`src/rtl/grom8_mem_pkg.sv`:
```
// Shared definitions for the grom8 byte-wide memory path: address spaces,
// page constants, mem_master state codes and address helpers.
package grom8_mem_pkg;

  localparam int MEM_AW = 12;

  localparam logic [1:0] SPACE_ABS   = 2'd0;
  localparam logic [1:0] SPACE_DATA  = 2'd1;
  localparam logic [1:0] SPACE_STACK = 2'd2;

  localparam logic [3:0] DATA_PAGE  = 4'hD;
  localparam logic [3:0] STACK_PAGE = 4'hF;

  localparam logic [2:0] ST_IDLE = 3'd0;
  localparam logic [2:0] ST_ACC0 = 3'd1;
  localparam logic [2:0] ST_CAP0 = 3'd2;
  localparam logic [2:0] ST_ACC1 = 3'd3;
  localparam logic [2:0] ST_CAP1 = 3'd4;
  localparam logic [2:0] ST_FIN  = 3'd5;

  // Effective address of the first byte; the reserved space code behaves as absolute.
  function automatic logic [MEM_AW-1:0] ea_calc(
    input logic [1:0]        space,
    input logic [MEM_AW-1:0] addr,
    input logic [3:0]        dpage,
    input logic [3:0]        spage
  );
    logic [MEM_AW-1:0] ea;
    case (space)
      SPACE_DATA:  ea = {dpage, addr[7:0]};
      SPACE_STACK: ea = {spage, addr[7:0]};
      default:     ea = addr;
    endcase
    return ea;
  endfunction

  // Second-byte address: paged spaces wrap inside their 256-byte page.
  function automatic logic [MEM_AW-1:0] ea_next(
    input logic [1:0]        space,
    input logic [MEM_AW-1:0] ea
  );
    logic [MEM_AW-1:0] nxt;
    if (space == SPACE_DATA || space == SPACE_STACK) begin
      nxt = {ea[MEM_AW-1:8], ea[7:0] + 8'd1};
    end else begin
      nxt = ea + MEM_AW'(1);
    end
    return nxt;
  endfunction

endpackage

```
`src/rtl/mem_master_if.sv`:
```
// CPU request/response and RAM port signals of mem_master, bundled with
// modports for the initiator (master) and its environment (slave).
interface mem_master_if #(
  parameter int ADDR_W = 12
) ();

  logic              req;
  logic              wr;
  logic              word;
  logic [1:0]        space;
  logic [ADDR_W-1:0] addr;
  logic [15:0]       wdata;
  logic [15:0]       rdata;
  logic              busy;
  logic              done;
  logic              memreq;
  logic              mem_we;
  logic [ADDR_W-1:0] mem_addr;
  logic [7:0]        mem_wdata;
  logic [7:0]        mem_rdata;

  modport master (
    input  req, wr, word, space, addr, wdata, mem_rdata,
    output rdata, busy, done, memreq, mem_we, mem_addr, mem_wdata
  );

  modport slave (
    output req, wr, word, space, addr, wdata, mem_rdata,
    input  rdata, busy, done, memreq, mem_we, mem_addr, mem_wdata
  );

endinterface

```
`src/rtl/mem_master.sv`:
```
// CPU-side initiator for the grom8 byte RAM: splits a load/store into one or
// two byte transactions with page selection; all outputs come from flops.
module mem_master #(
  parameter int         ADDR_W     = 12,
  parameter logic [3:0] DATA_PAGE  = 4'hD,
  parameter logic [3:0] STACK_PAGE = 4'hF
) (
  input  logic          clk,
  input  logic          reset_n,
  mem_master_if.master  bus
);

  import grom8_mem_pkg::*;

  logic [2:0]        state_q, state_d;
  logic              wr_q, wr_d;
  logic              word_q, word_d;
  logic [ADDR_W-1:0] ea_q, ea_d;
  logic [ADDR_W-1:0] ea1_q, ea1_d;
  logic [15:0]       wdata_q, wdata_d;
  logic [15:0]       rdata_q, rdata_d;
  logic              memreq_q, memreq_d;
  logic              mem_we_q, mem_we_d;
  logic [ADDR_W-1:0] mem_addr_q, mem_addr_d;
  logic [7:0]        mem_wdata_q, mem_wdata_d;
  logic              busy_q, busy_d;
  logic              done_q, done_d;
  logic [ADDR_W-1:0] ea_in_s;

  // Page selection of the incoming CPU address.
  always_comb begin
    ea_in_s = ea_calc(bus.space, bus.addr, DATA_PAGE, STACK_PAGE);
  end

  // Transaction sequencing, request latching and read-data capture.
  always_comb begin
    state_d = state_q;
    wr_d    = wr_q;
    word_d  = word_q;
    ea_d    = ea_q;
    ea1_d   = ea1_q;
    wdata_d = wdata_q;
    rdata_d = rdata_q;
    case (state_q)
      ST_IDLE: begin
        if (bus.req) begin
          wr_d    = bus.wr;
          word_d  = bus.word;
          ea_d    = ea_in_s;
          ea1_d   = ea_next(bus.space, ea_in_s);
          wdata_d = bus.wdata;
          rdata_d = 16'h0000;
          state_d = ST_ACC0;
        end else begin
          state_d = ST_IDLE;
        end
      end
      ST_ACC0: begin
        if (!wr_q) begin
          state_d = ST_CAP0;
        end else if (word_q) begin
          state_d = ST_ACC1;
        end else begin
          state_d = ST_FIN;
        end
      end
      ST_CAP0: begin
        rdata_d[7:0] = bus.mem_rdata;
        if (word_q) begin
          state_d = ST_ACC1;
        end else begin
          state_d = ST_FIN;
        end
      end
      ST_ACC1: begin
        if (!wr_q) begin
          state_d = ST_CAP1;
        end else begin
          state_d = ST_FIN;
        end
      end
      ST_CAP1: begin
        rdata_d[15:8] = bus.mem_rdata;
        state_d       = ST_FIN;
      end
      ST_FIN: begin
        state_d = ST_IDLE;
      end
      default: begin
        state_d = ST_IDLE;
      end
    endcase
  end

  // Output values for the coming cycle, decoded from the next state so they
  // can be registered without adding a cycle of latency.
  always_comb begin
    memreq_d    = 1'b0;
    mem_addr_d  = mem_addr_q;
    mem_wdata_d = mem_wdata_q;
    case (state_d)
      ST_ACC0: begin
        memreq_d    = 1'b1;
        mem_addr_d  = ea_d;
        mem_wdata_d = wdata_d[7:0];
      end
      ST_ACC1: begin
        memreq_d    = 1'b1;
        mem_addr_d  = ea1_d;
        mem_wdata_d = wdata_d[15:8];
      end
      default: begin
        memreq_d = 1'b0;
      end
    endcase
    mem_we_d = memreq_d & wr_d;
    busy_d   = (state_d != ST_IDLE);
    done_d   = (state_d == ST_FIN);
  end

  // State, latched request and registered outputs.
  always_ff @(posedge clk or negedge reset_n) begin
    if (!reset_n) begin
      state_q     <= ST_IDLE;
      wr_q        <= 1'b0;
      word_q      <= 1'b0;
      ea_q        <= '0;
      ea1_q       <= '0;
      wdata_q     <= 16'h0000;
      rdata_q     <= 16'h0000;
      memreq_q    <= 1'b0;
      mem_we_q    <= 1'b0;
      mem_addr_q  <= '0;
      mem_wdata_q <= 8'h00;
      busy_q      <= 1'b0;
      done_q      <= 1'b0;
    end else begin
      state_q     <= state_d;
      wr_q        <= wr_d;
      word_q      <= word_d;
      ea_q        <= ea_d;
      ea1_q       <= ea1_d;
      wdata_q     <= wdata_d;
      rdata_q     <= rdata_d;
      memreq_q    <= memreq_d;
      mem_we_q    <= mem_we_d;
      mem_addr_q  <= mem_addr_d;
      mem_wdata_q <= mem_wdata_d;
      busy_q      <= busy_d;
      done_q      <= done_d;
    end
  end

  assign bus.rdata     = rdata_q;
  assign bus.busy      = busy_q;
  assign bus.done      = done_q;
  assign bus.memreq    = memreq_q;
  assign bus.mem_we    = mem_we_q;
  assign bus.mem_addr  = mem_addr_q;
  assign bus.mem_wdata = mem_wdata_q;

endmodule
```
`src/flat_wrapper.sv`:
```
// flat-port wrapper written by rule: the top's interface ports become plain ports
module mem_master_flat import grom8_mem_pkg::*;
#(
  parameter int         ADDR_W     = 12,
  parameter logic [3:0] DATA_PAGE  = 4'hD,
  parameter logic [3:0] STACK_PAGE = 4'hF
)
  (clk, reset_n, bus_req, bus_wr, bus_word, bus_space, bus_addr, bus_wdata, bus_mem_rdata, bus_rdata, bus_busy, bus_done, bus_memreq, bus_mem_we, bus_mem_addr, bus_mem_wdata);
  mem_master_if #(.ADDR_W(ADDR_W)) bus_i ();
  input  logic clk;
  input  logic reset_n;
  input wire logic [$bits(bus_i.req)-1:0] bus_req;
  input wire logic [$bits(bus_i.wr)-1:0] bus_wr;
  input wire logic [$bits(bus_i.word)-1:0] bus_word;
  input wire logic [$bits(bus_i.space)-1:0] bus_space;
  input wire logic [$bits(bus_i.addr)-1:0] bus_addr;
  input wire logic [$bits(bus_i.wdata)-1:0] bus_wdata;
  input wire logic [$bits(bus_i.mem_rdata)-1:0] bus_mem_rdata;
  output wire logic [$bits(bus_i.rdata)-1:0] bus_rdata;
  output wire logic [$bits(bus_i.busy)-1:0] bus_busy;
  output wire logic [$bits(bus_i.done)-1:0] bus_done;
  output wire logic [$bits(bus_i.memreq)-1:0] bus_memreq;
  output wire logic [$bits(bus_i.mem_we)-1:0] bus_mem_we;
  output wire logic [$bits(bus_i.mem_addr)-1:0] bus_mem_addr;
  output wire logic [$bits(bus_i.mem_wdata)-1:0] bus_mem_wdata;
  assign bus_i.req = bus_req;
  assign bus_i.wr = bus_wr;
  assign bus_i.word = bus_word;
  assign bus_i.space = bus_space;
  assign bus_i.addr = bus_addr;
  assign bus_i.wdata = bus_wdata;
  assign bus_i.mem_rdata = bus_mem_rdata;
  assign bus_rdata = bus_i.rdata;
  assign bus_busy = bus_i.busy;
  assign bus_done = bus_i.done;
  assign bus_memreq = bus_i.memreq;
  assign bus_mem_we = bus_i.mem_we;
  assign bus_mem_addr = bus_i.mem_addr;
  assign bus_mem_wdata = bus_i.mem_wdata;
  mem_master #(.ADDR_W(ADDR_W), .DATA_PAGE(DATA_PAGE), .STACK_PAGE(STACK_PAGE)) u_core (.clk(clk), .reset_n(reset_n), .bus(bus_i));
endmodule
```
`config.mk`:
```
export PLATFORM = sky130hd
export DESIGN_NAME = mem_master_flat
export DESIGN_NICKNAME = d
export VERILOG_FILES = /design/src/rtl/grom8_mem_pkg.sv /design/src/rtl/mem_master_if.sv /design/src/rtl/mem_master.sv /design/src/flat_wrapper.sv
export SDC_FILE = /design/constraint.sdc
export NUM_CORES = 1
export LEC_CHECK = 0
export BUFFER_PORTS_ARGS = -buffer_cell sky130_fd_sc_hd__buf_4
export CORE_MARGIN = 2
export CORE_UTILIZATION = 50
export DETAILED_ROUTE_END_ITERATION = 10
export PLACE_DENSITY = 0.75
export SETUP_SLACK_MARGIN = 0.02
export SLEW_MARGIN = 10
export SYNTH_ARGS = -nofsm -noshare
export SYNTH_HDL_FRONTEND = slang
export SYNTH_SLANG_ARGS = --single-unit
```
`constraint.sdc`:
```
create_clock -name clk -period 2.5 [get_ports clk]
set_clock_uncertainty 0.2 [all_clocks]
set_input_delay 0.25 -clock clk [delete_from_list [all_inputs] [get_ports clk]]
set_output_delay 0.25 -clock clk [all_outputs]
set_load 0.03 [all_outputs]
```
Word-level counts from Yosys, hierarchy flattened
Cells that the tools add are included.
{"block": "totals", "regBits": 85, "inputBits": 43, "output_inout_bits": 40}
{"block": "op_classes", "n_addsub": 2, "eq_ne": 10, "muxes": 21, "bitwise_logic": 1, "n_reduce_logical": 10}
{"operator": "12-bit 2-to-1 mux", "count": 5}
{"operator": "16-bit 2-to-1 mux", "count": 3}
{"operator": "12-bit one-hot mux with 2 select lines", "count": 2}
{"operator": "8-bit one-hot mux with 2 select lines", "count": 3}
{"operator": "3-bit one-hot mux with 5 select lines", "count": 1}
{"operator": "12-bit by 1-bit adder with 12-bit output, second input constant", "count": 1}
{"operator": "3-bit by 2-bit equality test with 1-bit output, second input constant", "count": 3}
{"operator": "8-bit by 1-bit adder with 8-bit output, second input constant", "count": 1}
{"operator": "3-bit by 1-bit equality test with 1-bit output, second input constant", "count": 2}
{"operator": "3-bit equality test, second input constant", "count": 2}
{"operator": "3-bit 2-to-1 mux", "count": 2}
{"operator": "2-bit AND reduction", "count": 3}
{"operator": "2-bit nonzero test", "count": 3}
{"operator": "1-bit 2-to-1 mux", "count": 5}
{"operator": "3-bit logical NOT", "count": 1}
{"operator": "3-bit nonzero test", "count": 1}
{"operator": "2-bit by 1-bit equality test with 1-bit output, second input constant", "count": 1}
{"operator": "2-bit equality test, second input constant", "count": 1}
{"operator": "2-bit != test, second input constant", "count": 1}
{"operator": "2-bit OR reduction", "count": 1}
{"operator": "1-bit bitwise AND", "count": 1}
{"operator": "1-bit logical OR", "count": 1}

Logic depth before layout (Yosys ltp)
Gate-level depths: netlist (run 1).
{"block": "depth", "depth_word": 7, "mapped_depth": 7}

Worst setup path after synthesis (run 1)
No wires, ideal clock.
{"block": "synth_path", "path_type": "register to register", "from": "register u_core.state_q[2]", "to": "register u_core.mem_wdata_q[2], in the netlist u_core.bus.mem_wdata[2]", "t_arrival_ns": 1.692, "required_ns": 2.175, "setup_slack_ns": 0.482, "stages_incl_launch_ff": 7, "path_buffers": 2, "period_less_slack_ns": 2.018, "cell_sequence": "dfrtp_1 buf_2 nor4b_4 buf_4 mux2_1 mux2i_1 o21ai_1"}
{"item": "from (decl)", "line": "mem_master.sv:15", "rtl": "logic [2:0] state_q, state_d;"}
{"item": "from (signal assigned)", "line": "mem_master.sv:138", "rtl": "state_q <= state_d;"}
{"item": "3-bit logical NOT", "line": "mem_master.sv:44", "rtl": "case (state_q)"}
{"item": "16-bit 2-to-1 mux", "line": "mem_master.sv:44"}
{"item": "named net u_core.wdata_d[10]", "line": "mem_master.sv:20", "rtl": "logic [15:0] wdata_q, wdata_d;"}
{"item": "8-bit one-hot mux with 2 select lines", "line": "mem_master.sv:101", "rtl": "case (state_d)"}
{"item": "to (signal assigned)", "line": "mem_master.sv:148", "rtl": "mem_wdata_q <= mem_wdata_d;"}
{"item": "to (decl)", "line": "mem_master.sv:25", "rtl": "logic [7:0] mem_wdata_q, mem_wdata_d;"}
The timed path passes the listed nets, and every way through them passes these cells.
A chain may end at the register's enable or synchronous reset.

Worst setup path in the final report (run 1)
{"block": "layout_path", "from": "register u_core.state_q[1]", "to": "register u_core.mem_addr_q[1], in the netlist u_core.bus.mem_addr[1]"}
{"item": "3-bit logical NOT", "line": "mem_master.sv:44"}
{"item": "12-bit 2-to-1 mux", "line": "mem_master.sv:44"}
{"item": "named net u_core.ea_d[1]", "line": "mem_master.sv:18", "rtl": "logic [ADDR_W-1:0] ea_q, ea_d;"}
{"item": "12-bit one-hot mux with 2 select lines", "line": "mem_master.sv:101"}
{"item": "to (signal assigned)", "line": "mem_master.sv:147", "rtl": "mem_addr_q <= mem_addr_d;"}
{"item": "to (decl)", "line": "mem_master.sv:24", "rtl": "logic [ADDR_W-1:0] mem_addr_q, mem_addr_d;"}
The timed path passes the listed nets, and every way through them passes these cells.

==> results of run 1 <==
==> per-layer routing <==
metal | routed length [µm] | vias up | GRT usage [%]
met4 | 189 | 0 | 10.3
met2 | 4010 | 90 | 34.0
li1 | - | 1345 | -
met3 | 453 | 18 | 4.62
met1 | 3660 | 1403 | 32.1
met5 | 0 | - | 0
==> final cells by class <==
type,count,area (µm²)
Fill cell,535,2230
Sequential cell,82,2050
Multi-Input combinational cell,201,1460
Timing Repair Buffer,126,1060
Clock buffer,9,124
Tap cell,99,124
Clock inverter,7,100
Inverter,8,30.0
==> per-stage QoR <==
step / std cells / power, mW / hold slack [ns]
after global routing: 532 / 6.80 / 0.0434
final: 532 / 6.38 / 0.0317
after global placement: 482 / 5.21 / 0.0449
after floorplan: 312 / 4.31 / -0.246
after detailed placement: 482 / 5.30 / 0.0547
after CTS: 532 / 6.42 / 0.00957
==> synthesized netlist by cell type (2+ instances only) <==
master / instances / area share (%)
a221o_1: 2 / 0.55
ha_1: 2 / 0.68
nand4_1: 3 / 0.51
buf_6: 2 / 0.62
nor2_1: 19 / 2.0
and2_1: 2 / 0.34
nand2_1: 23 / 2.4
o211a_1: 3 / 0.82
nand2b_1: 6 / 1.0
mux2_1: 12 / 3.7
a211oi_1: 2 / 0.41
o21ai_1: 14 / 1.9
a22o_1: 16 / 3.8
mux2i_1: 11 / 3.0
o31ai_1: 3 / 0.62
xnor2_1: 4 / 0.96
o21ai_0: 23 / 3.1
buf_4: 4 / 0.82
clkbuf_1: 8 / 0.82
a21oi_1: 3 / 0.41
dfrtp_1: 82 / 56
o31ai_2: 2 / 0.68
nor4_1: 2 / 0.34
inv_1: 7 / 0.72
a41oi_1: 2 / 0.48
nor2b_1: 4 / 0.68
mux2_2: 15 / 4.6
xor2_1: 4 / 0.96
nand3_1: 6 / 0.82
buf_2: 7 / 0.96
o311ai_1: 2 / 0.48
==> sequential cells by signal (all words and copies together), names as in the netlist <==
signal and count:
u_core.bus.mem_wdata 8, u_core.bus.done 1, u_core.wr_q 1, u_core.bus.busy 1, u_core.bus.mem_addr 12, u_core.ea1_q 12, u_core.wdata_q 16, u_core.ea_q 9
u_core.bus.memreq 1, u_core.bus.mem_we 1, u_core.word_q 1, u_core.bus.rdata 16, u_core.state_q 3
==> worst register-to-register path, stage by stage, from the launching register on <==
cell,delay (ns)
dfrtp_1,0.53
or4b_1,0.85
mux2_2,0.39
mux2i_1,0.14
o21ai_1,0.08
==> where the power goes <==
group          leakage (nW)  internal [mW]  switching [mW]
Combinational          1.18           1.29            1.73
Clock                 0.114          0.571           0.506
Sequential             1.00           1.95           0.328
Total                  2.29           3.82            2.56
==> repair_timing <==
action / 4_1_cts / 5_1_grt
hold buffers: 34 / 0
hold endpoints to repair: 81 / 0
gates resized for setup: 0 / 0
endpoints found under the setup margin: 0 / 0
==> logic make-up after synthesis <==
| logic type | after synthesis |
|---|---|
| buffers and inverters | 29 |
| flip-flops | 82 |
| AO/OA/AOI/OAI | 78 |
| XOR/XNOR | 8 |
| multiplexers | 38 |
| adder cells (fa/ha/maj) | 2 |
| AND/OR/NAND/NOR | 75 |
==> worst max path at each step <==
stage | from | endpoint | cells past startpoint
after global routing | u_core.state_q[1] | u_core.bus.mem_addr[11] | 5
after CTS | u_core.state_q[1] | u_core.bus.mem_addr[1] | 4
after detailed placement | u_core.state_q[1] | u_core.bus.mem_addr[1] | 4
after global placement | u_core.state_q[1] | u_core.bus.mem_addr[1] | 4
after floorplan | u_core.state_q[2] | u_core.bus.mem_wdata[2] | 6
final | u_core.state_q[1] | u_core.bus.mem_addr[1] | 4
==> flow_metrics.tcl, run 1 <==
set metrics [dict create \
    endpoint_kind "register" \
    synth-simple-area-share_pct 10.7 \
    path_buf_inv 0 \
    layout-drive-gt1-share_pct 29.6 \
    design_area_um2 4940 \
    yosysSeqAreaShare_pct 56.1 \
    finalWirelength_um 8310 \
    ir_worst_vdd_v 0.000630 \
    final-setup-viol-count 0 \
    cts_made_buffers 9 \
    synth.mux.area_fraction_pct 11.3 \
    fin_crit_sh_pct 91.8 \
    core_region_area_um2 7180 \
    ios 83 \
    worst_slack_ns 0.205 \
    drtIter0Drc 112 \
    root_buffer "clkbuf_8" \
    drc 0 \
    track_usage_pct 22.7 \
    whs_endpoint "u_core.ea1_q[11]" \
    final_common_cell "buf_4" \
    min_period_ns 2.29 \
    cts_max_level 3 \
    post-place-ws_ns 0.231 \
    crit_required_ns 2.54 \
    hold_viol_final 0 \
    async_flop_share_pct 100 \
    synth_top_family_by_area "compound AO/OA/AOI/OAI gates" \
    cpLargestDelayFamily "simple AND/OR/NAND/NOR gates" \
    syn_area_um2 3650 \
    worstHoldPathType "input pin to register" \
    final_antenna_net_count 0 \
    cts_buffer_depth 2 \
    die_y_um 89.5 \
    postPlaceCellArea_um2 4380 \
    crit_fanout 17 \
    synth_fp_nets 357 \
    total_leakage_power_nw 2.29 \
    drv_slew 0 \
    grt_first_pass_wirelength_um 13700 \
    cts_sinks 82 \
    synth_edf_count 0 \
    final_cell_mix "buf_4, dfrtp_1, dlygate4sd3_1" \
    dpl.hpwl_um 5380 \
    rrSetupSlack_ns 0.21 \
    via_count 2856 \
    yosys_warnings 0 \
    overflow 0 \
    yosys_most_used_dff "dfrtp_1" \
    synth_cell_types 48 \
    yosys.area_share.adder_pct 0.685 \
    viasPerCell 5.37 \
    synth.avg_cell_area_um2 11.7 \
    antenna_found_initial 0 \
    rsz0062_at_grt "false" \
    rows 31 \
    r2r-end "u_core.bus.mem_addr[1]" \
    worst_slew_pin_slew_ns 0.616 \
    ys_seq_elements 82 \
    die_area_um2 8010 \
    clkTransAtPathRegs_ns 0.09 \
    clkLatencyLatePin_ns 0.36 \
    grt_pass1_vias 2799 \
    grt_start_max_net_pins 45 \
    fmax_mhz 436 \
    port_buffers 82 \
    r2r_start "u_core.state_q[1]" \
    crit_chain "or4b_1 -> mux2_2 -> mux2i_1 -> o21ai_1" \
    fin_util_pct 68.9 \
    synth_xor_area_share_pct 1.92 \
    reg2reg_depth 4 \
    maxCapViolCount 0 \
    arrival_ns 2.33 \
    wl_per_cell_um 15.6 \
    start_kind "register" \
    tritoncts "done" \
    first_pass_iters 5 \
    p_per_area_nw_per_um2 1290 \
    holdCritStartpoint "bus_addr[11]" \
    syn_to_final_growth_pct 35.2 \
    slowest_stage "or4b_1" \
    gp_congestion 0.749 \
    path_class "register to register" \
    slew_headroom_pct 58.9 \
    start_util_pct 50.9 \
    setup_tns_ns 0 \
    fin_nets 473 \
    synth_compound_area_share_pct 15.2 \
    cts_setup_buffers 0 \
    hold_depth 3 \
    syn_inst 312 \
    status "finished clean" \
    antenna_cells 0 \
    critPathMaxStageDelay_ns 0.84 \
    die_w_um 89.5 \
]
No activity file was read; power rests on OpenSTA's default activity.
==> inputs of run 2 (changes only) <==
--- a/config.mk
+++ b/config.mk
@@ -7,9 +7,9 @@
 export LEC_CHECK = 0
 export BUFFER_PORTS_ARGS = -buffer_cell sky130_fd_sc_hd__buf_4
 export CORE_MARGIN = 2
-export CORE_UTILIZATION = 50
+export CORE_UTILIZATION = 54
 export DETAILED_ROUTE_END_ITERATION = 10
-export PLACE_DENSITY = 0.75
+export PLACE_DENSITY = 0.8
 export SETUP_SLACK_MARGIN = 0.02
 export SLEW_MARGIN = 10
 export SYNTH_ARGS = -nofsm -noshare
==> flow_metrics.tcl, run 2 (synthesized netlist as in run 1, its figures left out) <==
set metrics [dict create \
    status "finished clean" \
    viasPerCell 5.71 \
    clkLatencyLatePin_ns 0.34 \
    rows 29 \
    rsz0062_at_grt "false" \
    post_cts_resized 0 \
    dpl.hpwl_um 5740 \
    final_cell_mix "buf_4, dfrtp_1, dlygate4sd3_1" \
    crit_start "u_core.state_q[0]" \
    finalWirelength_um 8860 \
    path_buf_inv 0 \
    gp_congestion 0.808 \
    drtIter0Drc 186 \
    fillerInstances 438 \
    fmax_mhz 432 \
    slowest_stage "or4b_1" \
    final-setup-viol-count 0 \
    first_pass_iters 5 \
    drc 0 \
    cts_max_level 3 \
    fin_crit_sh_pct 92.6 \
    crit_chain "or4b_1 -> mux2_2 -> nor2_1 -> o31ai_2" \
    syn_to_final_growth_pct 33.3 \
    wl_per_cell_um 17.4 \
    worst_slew_pin_slew_ns 0.655 \
    tritoncts "done" \
    p_comb_share_pct 48.4 \
    drv_slew 0 \
    grt_start_max_net_pins 45 \
    final_common_cell "buf_4" \
    total_leakage_power_nw 2.27 \
    seqPwrFrac_pct 36.0 \
    overflow 0 \
    antenna_found_initial 0 \
    ios 83 \
    hold_viol_final 0 \
    root_buffer "clkbuf_8" \
    fin_nets 472 \
    port_buffers 82 \
    layout-drive-gt1-share_pct 29.9 \
    worstHoldPathType "input pin to register" \
    setup_tns_ns 0 \
    track_usage_pct 24.9 \
    start_util_pct 56.6 \
    cts_hold_buf 32 \
    die_y_um 86.3 \
    crit_fanout 17 \
    slew_headroom_pct 56.2 \
    critPathMaxStageDelay_ns 0.88 \
    switching_power_mw 2.64 \
    arrival_ns 2.33 \
    r2r_start "u_core.state_q[0]" \
    cts_setup_buffers 0 \
    via_count 2905 \
    min_period_ns 2.32 \
    die_w_um 86.3 \
    core_region_area_um2 6460 \
    p_per_area_nw_per_um2 1300 \
    holdCritStartpoint "bus_addr[4]" \
    cpLargestDelayFamily "simple AND/OR/NAND/NOR gates" \
    maxCapViolCount 0 \
    start_kind "register" \
    die_area_um2 7440 \
    clkTransAtPathRegs_ns 0.09 \
    grt_pass1_vias 3044 \
    hold_ws_ns 0.0293 \
    endpoint_kind "register" \
    cts_buffer_depth 2 \
    antenna_cells 0 \
    cts_made_buffers 9 \
    swShare_pct 41.5 \
    crit_required_ns 2.52 \
    power.internal_mw 3.71 \
    pwr-share-clk_pct 15.6 \
    grt_first_pass_wirelength_um 14600 \
    final_antenna_net_count 0 \
    ir_worst_vdd_v 0.000759 \
    path_class "register to register" \
    cts_sinks 82 \
]
[run 2: cell count changes in the layout (fill, tap and decap cells not counted), sizes merged]
cell / change
buf: +1
bufinv: -1
dlygate4sd3: -2
inv: +2
clkinv: -3
clkinvlp: +2
[run 2: final timing paths]
check                                          to  slack (ns)  cells past startpoint
max                        u_core.bus.mem_addr[3]        0.18                      4
min                                u_core.ea_q[4]        0.03                      2
max reg2reg                u_core.bus.mem_addr[3]        0.18                      4
min reg2reg                        u_core.ea_q[0]        0.28                      2
max in group asynchronous           u_core.word_q        1.25                      3
min in group asynchronous          u_core.ea_q[4]        0.25                      2
[run 2: layout make-up]
type	count	area [µm²]	area share, %
clock buffer	9	124	2.54
clock inverter	7	82.6	1.70
inverter	8	30.0	0.616
multi-input combinational	201	1460	29.9
sequential	82	2050	42.1
tap	77	96.3	1.98
timing repair buffer	125	1030	21.2
[run 2: worst register-to-register path, stage by stage (launching register included)]
cell and delay, ns:
dfrtp_1 0.50, or4b_1 0.88, mux2_2 0.41, nor2_1 0.14, o31ai_2 0.07
[run 2: power groups by stage]
stage	clock network, mW	registers, mW	logic, mW
floorplan	0	2.76	1.55
global placement	0	2.28	2.92
detailed placement	0	2.29	3.01
CTS	1.01	2.28	3.07
global route	1.07	2.34	3.30
finish	0.993	2.29	3.07
[run 2: metal layers]
layer	track usage (%)	part of all wire, %	vias to the layer above	wire, µm
met4	9.09	1.2	0	110
met2	41.6	52	80	4600
met3	4.57	4.5	12	402
met5	0	0	-	0
li1	-	-	1347	-
met1	32.9	42	1466	3750
[run 2: metrics by stage]
step / std cells / worst slack, ns / util (%) / instance area, µm² / power (mW)
final: 509 / 0.184 / 75.4 / 4870 / 6.35
after global routing: 509 / 0.0981 / 75.4 / 4870 / 6.71
after CTS: 509 / 0.208 / 75.4 / 4870 / 6.35
after detailed placement: 461 / 0.201 / 67.3 / 4340 / 5.30
after global placement: 461 / 0.286 / 67.3 / 4340 / 5.20
after floorplan: 312 / 0.482 / - / 3650 / 4.31
==> inputs of run 3 (changes only) <==
--- a/config.mk
+++ b/config.mk
@@ -9,6 +9,8 @@
 export CORE_MARGIN = 2
 export CORE_UTILIZATION = 54
 export DETAILED_ROUTE_END_ITERATION = 10
+export GPL_TIMING_DRIVEN = 0
+export MAX_ROUTING_LAYER = met4
 export PLACE_DENSITY = 0.8
 export SETUP_SLACK_MARGIN = 0.02
 export SLEW_MARGIN = 10
==> flow_metrics.tcl, run 3 (synthesized netlist as in run 1, its figures left out) <==
set metrics [dict create \
    status "finished clean" \
    worst_slew_pin_slew_ns 0.997 \
    finalWirelength_um 9460 \
    port_buffers 81 \
    final_cell_mix "buf_4, dfrtp_1, dlygate4sd3_1" \
    wl_per_cell_um 18.1 \
    overflow 0 \
    die_y_um 86.3 \
    switching_power_mw 2.72 \
    post-place-ws_ns 0.0433 \
    syn_to_final_growth_pct 34.9 \
    fin_nets 486 \
    path_class "register to register" \
    swShare_pct 42.2 \
    p_per_area_nw_per_um2 1310 \
    via_count 2987 \
    final_antenna_net_count 0 \
    viasPerCell 5.71 \
    design_area_um2 4930 \
    finalPower_mw 6.46 \
    seqPwrFrac_pct 34.9 \
    drc 0 \
    rrSetupSlack_ns 0.17 \
    fmax_mhz 429 \
    worst_slack_ns 0.171 \
    maxCapViolCount 0 \
    rsz0062_at_grt "false" \
    final_common_cell "buf_4" \
    ios 83 \
    crit_fanout 10 \
    drv_slew 0 \
    grt_first_pass_wirelength_um 15500 \
    fin_crit_sh_pct 93.2 \
    slew_headroom_pct 33.6 \
    first_pass_iters 4 \
    p_comb_share_pct 49.7 \
    grt_pass1_vias 3164 \
    endpoint_kind "register" \
    ir_worst_vdd_v 0.000798 \
    setup_tns_ns 0 \
    worstHoldPathType "input pin to register" \
    cts_sinks 82 \
    rows 29 \
    tritoncts "done" \
    total_leakage_power_nw 2.30 \
    cts_max_level 3 \
    gp_congestion 0.845 \
    drtIter0Drc 207 \
    busiest_layer "met2" \
    clkTransAtPathRegs_ns 0.09 \
    min_period_ns 2.33 \
    start_kind "register" \
    clkLatencyLatePin_ns 0.36 \
    hold_viol_final 0 \
    grt_util_met3_pct 5.43 \
    root_buffer "clkbuf_8" \
    core_region_area_um2 6460 \
    die_area_um2 7440 \
    cts_buffer_depth 2 \
    antenna_cells 0 \
    final-setup-viol-count 0 \
    postPlaceCellArea_um2 4360 \
    grtUsageMet1_pct 36.7 \
    dpl.hpwl_um 6030 \
    start_util_pct 56.6 \
    die_w_um 86.3 \
    layout-drive-gt1-share_pct 30.0 \
    pwr-share-clk_pct 15.3 \
    grt_start_max_net_pins 83 \
    crit_required_ns 2.57 \
    cts_made_buffers 9 \
    grtUsageMet2_pct 44.7 \
    antenna_found_initial 0 \
    track_usage_pct 28.1 \
    arrival_ns 2.40 \
    power.internal_mw 3.73 \
]
## run 3: changes by cell type in the layout (fill, tap and decap cells not counted)
cell,previous run,this run
buf_4,92,88
buf_6,0,2
buf_2,0,7
a22oi_1,1,0
clkinv_4,0,2
clkinv_2,0,1
buf_12,1,0
clkinvlp_4,2,1
dlygate4sd3_1,32,34
a22oi_2,0,1
inv_8,1,0
clkbuf_1,0,8
inv_6,3,2
## run 3: routing by layer
metal / vias to the layer above / routed length (µm)
met5: - / 0
met4: 0 / 157
met3: 15 / 512
met2: 85 / 4890
met1: 1514 / 3900
li1: 1373 / -
## run 3: cell type report
| cell class | count | area (µm²) |
|---|---|---|
| clock buffer | 9 | 124 |
| tap | 77 | 96.3 |
| buffer | 21 | 118 |
| fill | 415 | 1530 |
| timing repair buffer | 118 | 971 |
| sequential | 82 | 2050 |
| inverter | 8 | 30.0 |
| multi-input combinational | 201 | 1460 |
| clock inverter | 7 | 77.6 |
## run 3: what timing repair did
item / 4_1_cts / 5_1_grt
setup buffers: 0 / 3
gates resized for setup: 1 / 0
endpoints found under the setup margin: 1 / 1
hold endpoints to repair: 126 / 0
pin swaps: 0 / 1
hold buffers: 34 / 0
## run 3: worst paths after layout
check	from	to	cells past startpoint
max	u_core.word_q	u_core.bus.mem_wdata[5]	5
min	bus_addr[11]	u_core.ea1_q[11]	3
max reg2reg	u_core.word_q	u_core.bus.mem_wdata[5]	5
min reg2reg	u_core.ea_q[0]	u_core.ea_q[0]	2
max in group asynchronous	reset_n	u_core.ea_q[8]	2
min in group asynchronous	reset_n	u_core.bus.mem_addr[10]	2
## run 3: metrics by stage
| stage | utilization (%) | hold WS (ns) | std cells |
|---|---|---|---|
| 6_report | 76.3 | 0.0254 | 523 |
| 5_1_grt | 76.3 | 0.0345 | 523 |
| 4_1_cts | 76.0 | 0.0127 | 520 |
| 3_5_place_dp | 67.5 | 0.256 | 470 |
| 3_3_place_gp | 67.5 | 0.250 | 470 |
| 2_1_floorplan | - | -0.246 | 312 |
## run 3: power by group through the flow
stage | combinational (mW) | sequential (mW) | clock [mW]
after floorplan | 1.55 | 2.76 | 0
after global placement | 3.01 | 2.23 | 0
after detailed placement | 3.10 | 2.26 | 0
after CTS | 3.16 | 2.24 | 0.991
after global routing | 3.45 | 2.31 | 1.06
final | 3.21 | 2.26 | 0.990
## run 3: worst max-delay path, stage by stage (launching register included)
cell and delay (ns):
dfrtp_1 0.46, mux2_2 0.31, a22oi_2 0.53, clkbuf_1 0.43, o21ai_0 0.18, o21ai_1 0.13
